### src/rtl/adder_selftest_driver.sv
// Self-test driver for the registered nibble adder: sweeps every operand pair,
// compares each returned sum with the expected value and reports the outcome.
module adder_selftest_driver #(
    parameter int NIBBLE_W = 4,
    parameter int LATENCY  = 1
) (
    input  logic                  clk,
    input  logic                  rst,
    input  logic                  start,
    output logic [2*NIBBLE_W-1:0] ops_out,
    input  logic [NIBBLE_W:0]     sum_in,
    output logic                  busy,
    output logic                  done,
    output logic                  pass,
    output logic [2*NIBBLE_W:0]   err_count,
    output logic [2*NIBBLE_W-1:0] first_fail
);

    localparam int OPS_W = 2 * NIBBLE_W;
    localparam int SUM_W = NIBBLE_W + 1;
    localparam int ERR_W = OPS_W + 1;
    localparam int CNT_W = (LATENCY > 1) ? $clog2(LATENCY) : 1;

    typedef enum logic [1:0] {
        IDLE,
        DRIVE,
        DRAIN,
        FINISHED
    } state_t;

    state_t               state;
    logic [CNT_W-1:0]     drain_cnt;
    logic [LATENCY-1:0]   pipe_valid;
    logic [OPS_W-1:0]     pipe_ops [LATENCY];

    logic [OPS_W-1:0]     tail_ops;
    logic [SUM_W-1:0]     expected;
    logic                 mismatch;

    // The oldest pipeline entry is the pattern whose sum the adder presents now.
    always_comb begin
        tail_ops = pipe_ops[LATENCY-1];
        expected = SUM_W'(tail_ops[NIBBLE_W-1:0]) + SUM_W'(tail_ops[OPS_W-1:NIBBLE_W]);
        mismatch = pipe_valid[LATENCY-1] && (sum_in != expected)
                   && ((state == DRIVE) || (state == DRAIN));
    end

    always_ff @(posedge clk) begin
        if (rst) begin
            for (int i = 0; i < LATENCY; i++) begin
                pipe_valid[i] <= 1'b0;
                pipe_ops[i]   <= '0;
            end
        end else begin
            pipe_valid[0] <= (state == DRIVE);
            pipe_ops[0]   <= ops_out;
            for (int i = 1; i < LATENCY; i++) begin
                pipe_valid[i] <= pipe_valid[i-1];
                pipe_ops[i]   <= pipe_ops[i-1];
            end
        end
    end

    always_ff @(posedge clk) begin
        if (rst) begin
            state      <= IDLE;
            drain_cnt  <= '0;
            ops_out    <= '0;
            busy       <= 1'b0;
            done       <= 1'b0;
            pass       <= 1'b0;
            err_count  <= '0;
            first_fail <= '0;
        end else begin
            if (mismatch) begin
                err_count <= err_count + ERR_W'(1);
                if (err_count == '0)
                    first_fail <= tail_ops;
            end
            case (state)
                IDLE, FINISHED: begin
                    if (start) begin
                        state      <= DRIVE;
                        ops_out    <= '0;
                        busy       <= 1'b1;
                        done       <= 1'b0;
                        pass       <= 1'b0;
                        err_count  <= '0;
                        first_fail <= '0;
                    end
                end
                DRIVE: begin
                    if (ops_out == '1) begin
                        state     <= DRAIN;
                        drain_cnt <= CNT_W'(LATENCY - 1);
                    end else begin
                        ops_out <= ops_out + OPS_W'(1);
                    end
                end
                DRAIN: begin
                    // The final compare lands on this same edge, so fold it into pass.
                    if (drain_cnt == '0) begin
                        state <= FINISHED;
                        busy  <= 1'b0;
                        done  <= 1'b1;
                        pass  <= (err_count == '0) && !mismatch;
                    end else begin
                        drain_cnt <= drain_cnt - CNT_W'(1);
                    end
                end
                default: state <= IDLE;
            endcase
        end
    end

endmodule

### config.mk
export PLATFORM = sky130hd
export DESIGN_NAME = adder_selftest_driver
export DESIGN_NICKNAME = d
export VERILOG_FILES = /design/src/rtl/adder_selftest_driver.sv
export SDC_FILE = /design/constraint.sdc
export NUM_CORES = 1
export LEC_CHECK = 0
export ABC_AREA = 1
export BUFFER_PORTS_ARGS = -buffer_cell sky130_fd_sc_hd__buf_2
export CAP_MARGIN = 0
export CORE_MARGIN = 10
export CORE_UTILIZATION = 40
export DETAILED_ROUTE_END_ITERATION = 16
export PLACE_DENSITY_LB_ADDON = 0.05
export SLEW_MARGIN = 30
export SYNTH_ARGS = -nofsm -noshare
export SYNTH_HDL_FRONTEND = slang
export SYNTH_SLANG_ARGS = --single-unit
### constraint.sdc
create_clock -name clk -period 3.6 [get_ports clk]
set_input_delay 0.36 -clock clk [delete_from_list [all_inputs] [get_ports clk]]
set_output_delay 0.36 -clock clk [all_outputs]
set_load 0.01 [all_outputs]
# Word-level counts from Yosys, hierarchy flattened
# Memory sizes are Yosys's and may differ from the RTL's.
# Cells that the tools add are included.
[word_totals] register_bits=32 latchBits=0 mem_bits_rw=8 rom_bits=0 out_inout_bits=28 elab_cells=69 n_memories=1
[classes] add_sub_neg=4 n_mul=0 div=0 order_cmp=0 eq_ne=9 shifts=0 mux=30 bitwise=0 n_reduce_logical=16
[mem_list] name="pipe_ops" words=1 word_bits=8 rd=1 rd_clocked_by_memory_dff=0 write_ports=1 line="34" text="logic [OPS_W-1:0] pipe_ops [LATENCY];"
[ops] cell="two-way mux 8 bit" n=7
[ops] cell="two-way mux 9 bit" n=3
[ops] cell="one-hot mux 8 bit (2 select lines)" n=1
[ops] cell="two-way mux 1 bit" n=11
[ops] cell="adder 9 x 1 -> 9 bit (second input constant)" n=1
[ops] cell="logical NOT 9 bit" n=1
[ops] cell="AND reduction 3 bit" n=3
[ops] cell="adder 8 x 1 -> 8 bit (second input constant)" n=1
[ops] cell="equality test 8 bit (second input constant)" n=1
[ops] cell="one-hot mux 1 bit (2 select lines)" n=4
[ops] cell="OR reduction 8 bit" n=1
[ops] cell="two-way mux 2 bit" n=3
[ops] cell="inequality test 2 bit (second input constant)" n=3
[ops] cell="one-hot mux 2 bit (3 select lines)" n=1
[ops] cell="nonzero test 2 bit" n=3
[ops] cell="adder 4 x 4 -> 5 bit" n=1
[ops] cell="inequality test 5 bit" n=1
[ops] cell="equality test 2 bit (second input constant)" n=2
[ops] cell="logical AND 1 bit" n=3
[ops] cell="equality test 2 x 1 -> 1 bit (second input constant)" n=1
[ops] cell="logical NOT 2 bit" n=1
[ops] cell="inequality test 2 x 1 -> 1 bit (second input constant)" n=1
[ops] cell="AND reduction 2 bit" n=1
[ops] cell="OR reduction 2 bit" n=1
[ops] cell="3 further kinds" n=3

# Depth between registers and ports, before layout
# Gate-level depths: netlist (run 1).
[depth] ltp_word=8 ltp_mapped=13

# Worst setup path before layout (run 1)
# OpenSTA, ideal clock, no wires.
[synth_timing] kind="register -> register" start="mem pipe_ops[0][0] in the netlist's numbering" end="reg pass" setup_ns=0.067 arrival_ns=1.775 t_required_ns=3.533 slack_ns=1.757 stages_incl_launch_ff=11 path_buffers=1 synth_period_minus_slack_ns=1.843 path_cell_list="dfxtp_1 -> ha_1 -> fa_1 -> xnor2_1 -> nand2_1 -> nor2_2 -> nand3_2 -> nand2_4 -> buf_8 -> nand2_1 -> a21oi_2"
[synth_lines] item="start, declared" line="34"
[synth_lines] item="end signal, assigned" line="106" text="pass <= (err_count == '0) && !mismatch;"
[synth_lines] item="end, declared" line="14" text="output logic pass,"

# Final worst setup path (run 1)
[layout_timing] start="mem pipe_ops[0][0] in the netlist's numbering" end="reg first_fail[2]"
[layout_via] elab_chain_cells=8
[layout_rtl] item="memory read (1 x 8 bit) *"
[layout_rtl] item="adder 4 x 4 -> 5 bit *" line="43" text="expected = SUM_W'(tail_ops[NIBBLE_W-1:0]) + SUM_W'(tail_ops[OPS_W-1:NIBBLE_W]);"
[layout_rtl] item="inequality test 5 bit *" line="44" text="mismatch = pipe_valid[LATENCY-1] && (sum_in != expected)"
[layout_rtl] item="logical AND 1 bit *" line="44"
[layout_rtl] item="logical AND 1 bit *" line="45" text="&& ((state == DRIVE) || (state == DRAIN));"
[layout_rtl] item="two-way mux 8 bit *" line="75" text="if (mismatch) begin"
[layout_rtl] item="two-way mux 8 bit" line="82" text="if (start) begin"
[layout_rtl] item="two-way mux 8 bit *" line="80" text="case (state)"
[layout_rtl] item="end signal, assigned" line="78" text="first_fail <= tail_ops;"
[layout_rtl] item="end, declared" line="16" text="output logic [2*NIBBLE_W-1:0] first_fail"
# Mark *: on every way between the ends. The rest lies on a longest branch, timed or not.
# A chain may end at the register's enable or synchronous reset.

==> results of run 1 <==
[cells by family after synthesis]
logic type      synth area share [%]
xor+xnor                       3.619
fa+ha+maj                      6.663
compound gates                 5.112
buf+inv                        10.22
flops                          35.84
simple gates                   38.54
[report_power, final]
| part | total (uW) | internal (uW) | switching, uW | leakage (uW) |
|---|---|---|---|---|
| clock network | 284 | 132 | 151 | 0.0000440 |
| registers | 526 | 482 | 44.1 | 0.000316 |
| logic | 443 | 141 | 302 | 0.000930 |
[sequential cells by signal (all words and copies together), names as in the netlist]
register	flops
busy	1
done	1
err_count	9
first_fail	8
ops_out	8
pass	1
pipe_ops	8
pipe_valid	1
state	2
[per-layer routing]
metal	routed length [um]	share of wire [%]
met4	57	1.1
met3	267	5.3
met2	2302	46
met1	2415	48
met5	0	0
[area by class of cell]
cell class | count | area [um^2] | share of cell area (%)
clock inverters | 2 | 13.76 | 0.5514
flip-flops and latches | 39 | 780.7 | 31.28
well taps | 70 | 87.58 | 3.509
clock buffers | 5 | 68.82 | 2.757
multi-input cells | 233 | 1175 | 47.07
repair buffers | 37 | 190.2 | 7.619
inverters | 48 | 180.2 | 7.218
[Yosys cell counts, types with 2 or more instances]
library cell and instances:
xor2_1 6, a21oi_1 12, inv_1 46, inv_2 2, nand3b_1 2, nand3_2 2
nor3_4 2, o21ai_0 5, dfxtp_1 39, ha_1 10, nand2_2 3, nand3_1 34
nor3_1 2, nand4_1 3, xnor2_1 3, clkbuf_1 3, nand2_1 89, nor2_1 54
[path summary, 6_finish.rpt]
check	slack (ns)	to	cells past startpoint	start
min reg2reg	0.49	state[1]	2	state[1]
min	0.41	pass	4	start
max reg2reg	1.27	first_fail[2]	10	pipe_ops[0][0]
max	1.27	first_fail[2]	10	pipe_ops[0][0]
[per-stage QoR]
step	utilization, %	instances	power, uW	setup WS, ns	hold slack [ns]
floorplan	-	327	863.6	1.757	0.4562
global placement	46.37	427	981.6	1.304	0.4752
detailed placement	46.37	427	983.4	1.264	0.4810
CTS	47.96	434	1275	1.253	0.3889
global route	47.96	434	1359	1.033	0.4079
finish	47.96	434	1254	1.270	0.4080
[worst max-delay path, cell delays in order, from the launching register on]
cell and delay (ns):
dfxtp_1 0.32, ha_1 0.22, fa_1 0.50, xnor2_1 0.11
nand2_1 0.07, nor2_2 0.11, nand3_2 0.27, nand2_4 0.30
inv_1 0.16, nor2_1 0.12, nor2_1 0.05
==> results.md, run 1 <==
* Status: finished, final reports clean
* Final max-slew violation count at 0
* Fin nets at 383
* Total vias in the final route at 2,021
* Gr ovfl total at 0
* Post-cts resize count at 0
* Synth area leader: dfxtp_1
* Num CTS Buffers at 5
* Routed wire per std cell at 11.62 um
* Clock skew at 0.01082 ns
* Io pins at 36
* Ys flop type: dfxtp_1
* Core area at 0.005205 mm^2
* Avg Cell Area, Syn at 6.662 um^2
* Antenna violations before repair at 0
* Inserted Diodes at 0
* Most Used Layer, Global Route: met2
* Fraction of layout cells with a size suffix above 1 at 15.38%
* Maximum Capacitance Violations at 0
* Mapped Nets at 346
* CTS tree: built
* Commonest non-fill, non-tap cell in the layout: nand2_1
* # rows at 26
* Design Area, Final at 0.002496 mm^2
* CP Capture Type: flop
* Post-synth EDFFs at 0
* Clock insertion delay at the later pin of the skew report at 0.29 ns
* GR Util met1 at 15.03%
* Met3 global-route usage at 3.517%
* Synthesized area at 0.002178 mm^2
* Clock Root Buffer: clkbuf_8
* First-pass GRT wire length at 8721 um
* Routability cong. at 0.8233
* Fin crit period at 2.330 ns
* Post-DP HPWL at 3841 um
* Placed cell areas at 0.002414 mm^2
* Kind of critical path: flop to flop
* Area growth from synthesis to layout at 14.59%
* Clock sink count at 39
* Hold Buf Count CTS at 0
* Ys async rst share at 0%
* Setup violations, final at 0
* Max clock buf depth at 2
* Via/cell ratio at 4.657
* H-tree depth at 2
* Dominant cells by area after synthesis: dfxtp_1, nand2_1, nor2_1, inv_1, nand3_1
* Post CTS Setup Buffer Count at 0
* Vias in the first global route at 1,890
* Worst Tran Pin Value at 0.4049 ns
* Initial DRC count at 101
* Pleak at 0.001289 uW
* Synth warnings at 0
* Peak VDD IR at 258.6 uV
* Critical Path Source Type: flop
* Final Hold Vio Count at 0
* Initial Util at 41.85%
* Setup TNS at 0 ns
* Hold Crit Class: input pin to flop
* All-Layer GR Usage at 12.00%
* Final worst path period share at 64.71%
* Sequential element share of the synthesized area at 35.84%
* Die area at 0.008798 mm^2
* Fill count at 561
* Most frequent cells in the layout: nand2_1, nor2_1, inv_1
* Final wirelength at 5043 um
* Largest net degree at the start of global routing at 21
* Slew HR at 72.92%
* Fmax at 429.3 MHz
* Pwr/cell area at 502.2 mW/mm^2
* Post-synthesis cell type count at 28
* Gate Count Post-Synth at 327
* Clk pin slew, worst setup/hold paths at 0.08 ns
* Crit path DAT at 2.52 ns
* 1st-pass router iterations at 4
* CP max FO at 18
* Die height at 93.80 um
* Seq cells post-synth at 39
* Met2 GRT Util at 18.89%
* DRC viols at 0
* Die width at 93.80 um
* Port buffer count at 35
* Worst EP required at 3.79 ns
* Antenna-violating nets left at 0
* Unrepaired setup endpoints after global routing: no
* Share of the synthesized area in the top cell type at 35.84%
(Power assumes the default switching activity.)
==> inputs of run 2 (changes only) <==
Clock period 3.6 ns to 2.3 ns, I/O delays scaled along.
==> run 2 against run 1 <==
Against the previous run:
- die area unchanged
- first-iteration DRC count down 39%
- clock power up 110%
- via count down 1.2%
==> results.md, run 2 (synthesis gave the netlist of run 1 again) <==
* Die width at 93.80 um
* Clock sink count at 39
* Kind of critical path: flop to flop
* Routability cong. at 0.8444
* Post CTS Setup Buffer Count at 0
* Hold Crit Class: input pin to flop
* Non-Filler Instances at 436
* Total vias in the final route at 1,997
* Clock Root Buffer: clkbuf_8
* Sw Ratio at 37.53%
* Inserted Diodes at 0
* Port buffer count at 35
* Flop2flop setup slack at 0.25 ns
* Worst setup path start: pipe_ops[0][0]
* Slew HR at 73.67%
* Sequential power share at 38.7%
* Setup TNS at 0 ns
* Initial Util at 41.85%
* Status: finished, final reports clean
* 1st-pass router iterations at 4
* Fmax at 488.9 MHz
* # rows at 26
* Worst r2r src: pipe_ops[0][0]
* Crit path DAT at 2.24 ns
* Gr ovfl total at 0
* Antenna violations before repair at 0
* Initial DRC count at 62
* Maximum Capacitance Violations at 0
* Worst Tran Pin Value at 0.3937 ns
* Largest net degree at the start of global routing at 21
* Most frequent cells in the layout: nand2_1, nor2_1, inv_1
* Setup violations, final at 0
* Reg2reg end: err_count[0]
* Max clock buf depth at 2
* H-tree depth at 2
* All-Layer GR Usage at 12.13%
* Fraction of layout cells with a size suffix above 1 at 15.85%
* Vias in the first global route at 1,892
* Num CTS Buffers at 5
* Reg with most FFs: err_count
* Pint at 1328 uW
* R2R depth at 10
* Die height at 93.80 um
* Clock insertion delay at the later pin of the skew report at 0.30 ns
* Routed wire per std cell at 11.73 um
* Final max-slew violation count at 0
* Core area at 0.005205 mm^2
* Final worst path period share at 88.94%
* Post-DP HPWL at 3845 um
* Fin crit period at 2.046 ns
* Final wirelength at 5113 um
* Final Hold Vio Count at 0
* Antenna-violating nets left at 0
* Hold Buf Count CTS at 0
* Max reg flops at 9
* NetSw at 797.8 uW
* Io pins at 36
* Pleak at 0.001311 uW
* CTS tree: built
* Via/cell ratio at 4.580
* Clock Power Share at 28.7%
* Unrepaired setup endpoints after global routing: no
* Clk pin slew, worst setup/hold paths at 0.08 ns
* DRC viols at 0
* Clock skew at 0.009362 ns
* Placed cells at 428
* CP max FO at 18
* Peak VDD IR at 495.1 uV
* Die area at 0.008798 mm^2
* Fin nets at 384
* First-pass GRT wire length at 8797 um
* Critical Path Source Type: flop
* CP Capture Point: err_count[0]
* Worst EP required at 2.49 ns
* Area growth from synthesis to layout at 16.54%
* Pwr/cell area at 837.4 mW/mm^2
* Commonest non-fill, non-tap cell in the layout: nand2_1
* Comb pwr share at 32.6%
* Post-cts resize count at 0
* CP Capture Type: flop
-- run 2: changes by cell type in the layout (fill, tap and decap cells not counted), sizes merged --
cell | previous run | this run
bufinv | 0 | 1
buf | 37 | 38
clkinv | 2 | 1
clkbuf | 5 | 6
-- run 2: worst min-delay path by stage --
stage | from | to | slack, ns | depth (start not counted)
global route | start | pass | 0.29 | 4
global placement | done | done | 0.45 | 2
floorplan | rst | err_count[7] | 0.45 | 3
detailed placement | done | done | 0.45 | 2
CTS | start | pass | 0.27 | 4
finish | start | pass | 0.28 | 4
-- run 2: final cells by class --
type	count	area, um^2
Fill cell	557	2666
Multi-Input combinational cell	233	1175
Sequential cell	39	780.7
Timing Repair Buffer	38	197.7
Inverter	48	180.2
Tap cell	70	87.58
Clock buffer	6	82.58
Clock inverter	2	35.03
-- run 2: power groups by stage --
stage	logic [uW]	clock network (uW)	registers, uW
after floorplan	497	0	854
after global placement	697	0	840
after CTS	704	631	823
after detailed placement	699	0	838
final	693	609	823
after global routing	784	654	838
-- run 2: layer usage --
metal | vias to the layer above | part of all wire (%) | track usage, %
met3 | 7 | 5.7 | 3.917
met5 | - | 0 | 0
met2 | 33 | 45 | 19.87
met4 | 0 | 1.4 | 4.557
met1 | 872 | 47 | 14.39
li1 | 1085 | - | -
-- run 2: through the flow --
step / hold slack, ns / utilization [%] / instance area, um^2 / setup slack, ns / power [uW]
2_1_floorplan: 0.4506 / - / 2178 / 0.4575 / 1352
3_3_place_gp: 0.4493 / 46.51 / 2421 / 0.2853 / 1537
3_5_place_dp: 0.4499 / 46.51 / 2421 / 0.2538 / 1538
4_1_cts: 0.2715 / 48.77 / 2539 / 0.2237 / 2159
5_1_grt: 0.2894 / 48.77 / 2539 / 0.02942 / 2276
6_report: 0.2775 / 48.77 / 2539 / 0.2545 / 2126
-- run 2: worst max-delay path, stage by stage (launching register included) --
cell,delay (ns)
dfxtp_1,0.32
ha_1,0.22
fa_1,0.45
xnor2_1,0.17
nand2_1,0.08
nor2_2,0.11
nand3_2,0.10
nand2_4,0.19
inv_1,0.16
nor2_1,0.11
nor2_1,0.05
==> inputs of run 3 (changes only) <==
Settings changed: CORE_UTILIZATION 40 to 55.
==> run 3 against run 2 <==
Against the previous run:
- final cell count down 4.8%
- clock skew down 0.0024 ns
- power down 7.9%
- non-clock buffer count up 1
- utilization up 18 points
- sequential power about the same
- highest routed layer unchanged
- worst setup slack better by 0.025 ns
- sequential cell count unchanged
- critical path type unchanged
- die area down 22%
- largest cell class unchanged
- wire length down 6.8%
- largest power group unchanged
==> results.md, run 3 (synthesis gave the netlist of run 1 again) <==
* Commonest non-fill, non-tap cell in the layout: nand2_1
* Maximum Capacitance Violations at 0
* Core area at 0.003744 mm^2
* Clock sink count at 39
* Setup violations, final at 0
* Final max-slew violation count at 0
* Most frequent CP cell: nor2_1
* Pleak at 0.001296 uW
* Hold Buf Count CTS at 0
* Critical Path Source Type: flop
* Fin nets at 385
* Area growth from synthesis to layout at 14.13%
* Io pins at 36
* Placed cells at 407
* Via/cell ratio at 4.810
* Buffers & Inverters on Critical Path at 1
* Gr ovfl total at 0
* Total vias in the final route at 1,996
* # rows at 22
* Met2 GRT Util at 23.11%
* Max clock buf depth at 2
* Clock insertion delay at the later pin of the skew report at 0.28 ns
* Slowest cell delay on critical path at 0.50 ns
* Num CTS Buffers at 5
* Worst hold start: start
* Clock Root Buffer: clkbuf_8
* Slew HR at 73.37%
* Critical path cell sequence: ha_1, fa_1, xnor2_1, nand2_1, nor2_2, nand3_2, nand2_4, inv_1, nor2_1, nor2_1
* DRC viols at 0
* Setup TNS at 0 ns
* Routed wire per std cell at 11.48 um
* Fin crit period at 2.020 ns
* CTS tree: built
* Die height at 82.94 um
* Crit path DAT at 2.20 ns
* Unrepaired setup endpoints after global routing: no
* Hold Crit Class: input pin to flop
* R2R depth at 10
* Kind of critical path: flop to flop
* Initial Util at 58.19%
* Clk pin slew, worst setup/hold paths at 0.08 ns
* H-tree depth at 2
* Post CTS Setup Buffer Count at 0
* Reg2reg end: first_fail[2]
* Inserted Diodes at 0
* Initial DRC count at 133
* Antenna-violating nets left at 0
* Most Used Layer, Global Route: met2
* All-Layer GR Usage at 13.74%
* GR Util met1 at 16.70%
* Routability cong. at 0.8966
* Worst Tran Pin Value at 0.3980 ns
* Die area at 0.006878 mm^2
* Peak VDD IR at 698.8 uV
* Port buffer count at 35
* Reg with most FFs: err_count
* Worst r2r src: pipe_ops[0][0]
* Die width at 82.94 um
* Non-Filler Instances at 415
* Largest net degree at the start of global routing at 21
* Vias in the first global route at 1,856
* Slowest CP cell: fa_1
* Top delay family on crit path: adder cells
* CP max FO at 18
* Max reg flops at 9
* Worst EP required at 2.48 ns
* Antenna violations before repair at 0
* Flop2flop setup slack at 0.28 ns
* Hold EP: pass
* Most frequent cells in the layout: nand2_1, nor2_1, inv_1
* Final worst path period share at 87.84%
* Pwr/cell area at 787.7 mW/mm^2
* 1st-pass router iterations at 4
* Worst hold stages at 4
* Fraction of layout cells with a size suffix above 1 at 15.80%
* Fmax at 495.0 MHz
* Status: finished, final reports clean
* Final wirelength at 4765 um
* CP Capture Type: flop
* Post-DP HPWL at 3691 um
* Met3 global-route usage at 4.004%
* Final Hold Vio Count at 0
* Clock skew at 0.006938 ns
* Post-cts resize count at 0
* First-pass GRT wire length at 8369 um
run 3: changes by cell type in the layout (fill, tap and decap cells not counted), sizes merged:
cell / change
bufinv: -1
buf: +1
clkinvlp: +1
run 3: layer usage:
layer / vias up / wire, um
li1: 1083 / -
met4: 0 / 32
met3: 4 / 253
met1: 870 / 2198
met5: - / 0
met2: 39 / 2280
run 3: worst min-delay path: stages:
cell and delay, ns:
buf_2 0.09, nand2_1 0.07, nand3_1 0.09, a21oi_2 0.05
run 3: how the worst max path moves through the flow:
stage	start	end	slack (ns)	cells past startpoint
after detailed placement	pipe_ops[0][0]	first_fail[2]	0.28	10
after global routing	pipe_ops[0][0]	err_count[6]	0.06	10
after global placement	pipe_ops[0][0]	first_fail[2]	0.33	10
after floorplan	pipe_ops[0][0]	pass	0.46	10
after CTS	pipe_ops[0][0]	first_fail[2]	0.27	10
final	pipe_ops[0][0]	first_fail[2]	0.28	10
run 3: area by class of cell:
cell class,instances,area [um^2]
Clock inverter,2,12.51
Clock buffer,6,72.57
Sequential cell,39,780.7
Fill cell,340,1257
Inverter,48,180.2
Timing Repair Buffer,39,205.2
Multi-Input combinational cell,233,1175
Tap cell,48,60.06
run 3: report_power, final:
part	internal [uW]	switching (uW)	total, uW	leakage [uW]
combinational	225	462	686	0.000939
sequential	755	69.6	824	0.000316
clock	212	235	447	0.0000412
run 3: metrics by stage:
step	hold WS (ns)	area [um^2]	utilization [%]	power (uW)	setup WS, ns
2_1_floorplan	0.4506	2178	-	1352	0.4575
3_3_place_gp	0.4553	2401	64.14	1525	0.3251
3_5_place_dp	0.4532	2401	64.14	1533	0.2803
4_1_cts	0.2900	2486	66.41	1979	0.2708
5_1_grt	0.3334	2486	66.41	2102	0.05989
6_report	0.2976	2486	66.41	1958	0.2796
